$ cat src/rtl/freq_div_prog.sv
// Multi-channel programmable clock divider / tone generator.
// Each channel emits a ~50% square wave and a per-period tick; new periods apply only at period boundaries.
module freq_div_prog #(
    parameter int CH      = 2,
    parameter int CNT_W   = 32,
    parameter int DEF_DIV = 50,
    parameter int CH_W    = (CH > 1) ? $clog2(CH) : 1
) (
    input  logic             clk,
    input  logic             rst_n,
    input  logic [CH-1:0]    en,
    input  logic             div_wr,
    input  logic [CH_W-1:0]  div_ch,
    input  logic [CNT_W-1:0] div_val,
    output logic             div_ready,
    output logic [CH-1:0]    clk_out,
    output logic [CH-1:0]    tick
);

    logic [CNT_W-1:0] r_cnt      [CH];
    logic [CNT_W-1:0] r_per      [CH];
    logic [CNT_W-1:0] r_pend_val [CH];
    logic [CH-1:0]    r_pend;
    logic [CH-1:0]    w_accept;

    // Out-of-range channel indices match no channel, so the write is dropped with ready high.
    always_comb begin
        div_ready = 1'b1;
        w_accept  = '0;
        for (int unsigned c = 0; c < CH; c++) begin
            if (div_ch == CH_W'(c)) begin
                div_ready   = ~r_pend[c];
                w_accept[c] = div_wr & ~r_pend[c];
            end
        end
    end

    for (genvar g = 0; g < CH; g++) begin : g_ch
        logic [CNT_W-1:0] w_half;
        logic [CNT_W-1:0] w_last;
        logic             w_active;
        logic             w_wrap;

        assign w_half   = r_per[g] >> 1;
        assign w_last   = r_per[g] - CNT_W'(1);
        assign w_active = en[g] && (r_per[g] >= CNT_W'(2));
        assign w_wrap   = w_active && (r_cnt[g] == w_last);

        always_ff @(posedge clk or negedge rst_n) begin
            if (!rst_n) begin
                r_cnt[g]      <= '0;
                r_per[g]      <= CNT_W'(DEF_DIV);
                r_pend_val[g] <= '0;
                r_pend[g]     <= 1'b0;
                clk_out[g]    <= 1'b0;
                tick[g]       <= 1'b0;
            end else begin
                if (w_active) begin
                    clk_out[g] <= (r_cnt[g] < w_half);
                    tick[g]    <= w_wrap;
                    r_cnt[g]   <= w_wrap ? '0 : r_cnt[g] + CNT_W'(1);
                end else begin
                    clk_out[g] <= 1'b0;
                    tick[g]    <= 1'b0;
                    r_cnt[g]   <= '0;
                end
                // Apply needs pending set while accept needs it clear, so the two are exclusive.
                if (r_pend[g] && (w_wrap || !w_active)) begin
                    r_per[g]  <= r_pend_val[g];
                    r_pend[g] <= 1'b0;
                end else if (w_accept[g]) begin
                    r_pend_val[g] <= div_val;
                    r_pend[g]     <= 1'b1;
                end
            end
        end
    end

endmodule

$ cat config.mk
export PLATFORM = sky130hd
export DESIGN_NAME = freq_div_prog
export DESIGN_NICKNAME = d
export VERILOG_FILES = /design/src/rtl/freq_div_prog.sv
export SDC_FILE = /design/constraint.sdc
export NUM_CORES = 1
export LEC_CHECK = 0
export BUFFER_PORTS_ARGS = -buffer_cell sky130_fd_sc_hd__clkbuf_2
export CAP_MARGIN = 20
export CORE_MARGIN = 2
export CORE_UTILIZATION = 60
export DETAILED_ROUTE_END_ITERATION = 12
export HOLD_SLACK_MARGIN = 0.1
export PLACE_DENSITY = 0.74
export SYNTH_ARGS = -nofsm -noshare
export SYNTH_HDL_FRONTEND = slang
export SYNTH_SLANG_ARGS = --single-unit
$ cat constraint.sdc
create_clock -name clk -period 5.31 [get_ports clk]
set_input_delay 0 -clock clk [delete_from_list [all_inputs] [get_ports clk]]
set_output_delay 0 -clock clk [all_outputs]
set_load 0.01 [all_outputs]
==> run metrics <==
DR pass1 iterations 7; critical path required time around 5600 ps; RSZ-0062 raised after global routing no; Min-Delay Path Class primary input to async pin; nets approximately 1,500; average cell area after synthesis just under 10 µm²; I/O Buffers 42; wire per inst 20.1 µm; M3 GR Usage under 10%; slew margin rel. about a third; Mapped Cells 1,373; Levels on crit path 11; Die ar. 23,300 µm²; Yosys reg bits ~200; largest net degree at the start of global routing 79; DR vias/cell roughly 6.4; highest-delay cell along the critical path nor3b_1; Tot GR Track Use between 20% and 30%; drt total wl 34,400 µm; post-synthesis net count ~1,500; top cells by area, synth dfrtp_1, ha_1, mux2_2; reg2reg path depth 11; Area growth syn-to-layout 10.7%; first-pass GRT wire length between 50,000 and 60,000 µm; dpl cell area roughly 14,000 µm²; # IOs 43; Mapped Area between 10,000 and 15,000 µm²; die height 153 µm; Filler cells roughly 1,700; most common cell after layout, fill and taps aside dfrtp_1; initial antenna violation count 1; Post-DRT Antenna Nets 0; most frequent cells in the layout dfrtp_1, nor2_1, inv_1; CP Launch Point r_per[0]$_DFFE_PN0P_; Peak supply drop around 0.21 mV; FP Rows 54; Remaining DRCs 0; CTS tree done; number of global-route vias before repair between 10,000 and 15,000; ant diodes 0; share of layout cells above drive strength 1 roughly 16%; core area roughly 22,000 µm²; Initial Util roughly three fifths; crit path kind flop to flop; placed cell count 1,639; crit path launch type flop; # H-tree levels 4; Finish-stage setup viols 0; grt ovf 0; Yosys Warn Count 0; post-route cell area between 10,000 and 15,000 µm²; Sequential Area around 5000 µm²; Post-synth EDFFs 0; launching point of the worst reg2reg path r_per[0]$_DFFE_PN0P_; post-synth top area cell dfrtp_1; status completed; Final Total Pwr roughly 0.0048 W; # clock sinks ~200; critical path's top delay family simple AND/OR/NAND/NOR gates; Leak Pwr between 6 and 7 nW; minimum clock period approximately 4100 ps; Reg clk slew, reported paths 80 ps; Slew Viols, Final 0; die width between 150 and 200 µm; Hold Fails Final Rpt 0; Worst EP arrival ~4400 ps; P per Cell Area about 330 nW/µm²; crit path buf inv count 2; Final HPWL DP 24,600 µm; CP Capture Type flop; Setup TNS 0 ps; CP peak stage delay roughly 640 ps; Worst Max-Slew Pin Slew between 900 and 1000 ps; clk_lat worst skew approximately 440 ps; register area share after synthesis 37.5%; share of the synthesized area in the top cell type between 30% and 40%; post-synthesis async set-or-reset flop share 100%; multi-input combinational cell area about 7700 µm²; Setup Skew about 11 ps; GRT met2 Usage approximately 46%; critical-path cell list inv_1 > ha_1 > nor3b_1 > nand2_1 > nor4_1 > mux2i_1 > or4_4 > nor4_4 > o21ai_4 > buf_4 > mux2_4; GR Layer Usage met1 between 40% and 50%; period utilization between 70% and 80%; CTS resizes 0; Fmax ~240 MHz; crit-path max FO 21; clk root buf clkbuf_16; Synth cell types 72; busiest grt layer met2; DR vias ~11,000; Clock Path Buffers 2; First DRT Iteration DRCs about 1,000; routability cong. approximately 0.9; Finished Layout Cells 1,708; Post-synth top flop dfrtp_1; cts bufs inserted 17; max-cap violations 0
[logic make-up after synthesis]
logic type / count (synthesis) / share of synthesized area, %
xor gates and xnor gates: 135 / 8.93
DFF: 198 / 37.5
muxes: 99 / 9.25
buffers and inverters: 157 / 4.71
AOI/OAI and AO/OA: 245 / 13.6
and+or+nand+nor: 473 / 19.8
adders and majority gates: 66 / 6.23
[state kept, by name (all words and copies together), names as in the netlist]
register and cells:
r_pend 2, tick 2, clk_out 2, g_ch.w_half 62
r_cnt 64, r_pend_val 64, r_per 2
[per-stage QoR]
step / worst slack [ps] / utilization (%) / hold slack, ps
CTS: 1240 / 67.4 / 127
detailed placement: 1270 / 62.9 / 40.6
global route: 954 / 67.4 / 148
finish: 1210 / 67.4 / 114
global placement: 1460 / 62.9 / 35.7
floorplan: 1910 / - / -296
[final cells by class]
cell class / instances / area share, %
multi-input cells: 1018 / 52.5
flip-flops and latches: 198 / 33.8
repair buffers: 98 / 4.99
clock buffers: 17 / 2.90
well taps: 280 / 2.39
inverters: 82 / 2.10
clock inverters: 15 / 1.25
[synthesized netlist by cell type, types with 8 or more instances]
master and n:
o311ai_0 12, dfrtp_1 192, and2_1 37, nor4_1 24, a31oi_1 43, mux2_4 30, and3_1 19, or4_1 18
buf_2 10, o21ai_0 15, and4_1 13, o2bb2ai_1 32, a21o_1 33, ha_1 66, a211oi_1 11, o211ai_1 8
clkbuf_1 61, a21oi_1 25, o311ai_1 21, nor3_1 34, nand4_1 70, or3_1 8, nand3_1 37, inv_1 82
xor2_1 61, mux2_2 67, nand2_1 48, xnor2_1 74, nor2_1 118
[metal layers]
metal	vias to the layer above	part of all wire [%]
met5	-	0.038
met4	2	1.6
met3	49	6.0
met2	347	45
met1	5388	47
li1	5121	-
[timing repair]
action / CTS / global route
hold buffers: 37 / 0
buffers inserted: 0 / 0
hold endpoints to repair: 138 / 0
[report_power, final]
part | internal [W] | switching, W
logic | 0.000649 | 0.000657
clock network | 0.000720 | 0.000655
registers | 0.00176 | 0.000340
[final timing paths]
kind                                                  to  slack [ps]
min reg2reg                   r_pend_val[49]$_DFFE_PN0P_         500
max in group asynchronous          r_pend[0]$_DFFE_PN0P_        3680
min in group clk                   r_pend[1]$_DFFE_PN0P_         170
min                                  r_cnt[28]$_DFF_PN0_         110
max reg2reg                g_ch[1].w_half[5]$_DFFE_PN0P_        1210
max                        g_ch[1].w_half[5]$_DFFE_PN0P_        1210
Power figures use the tool's default switching activity.
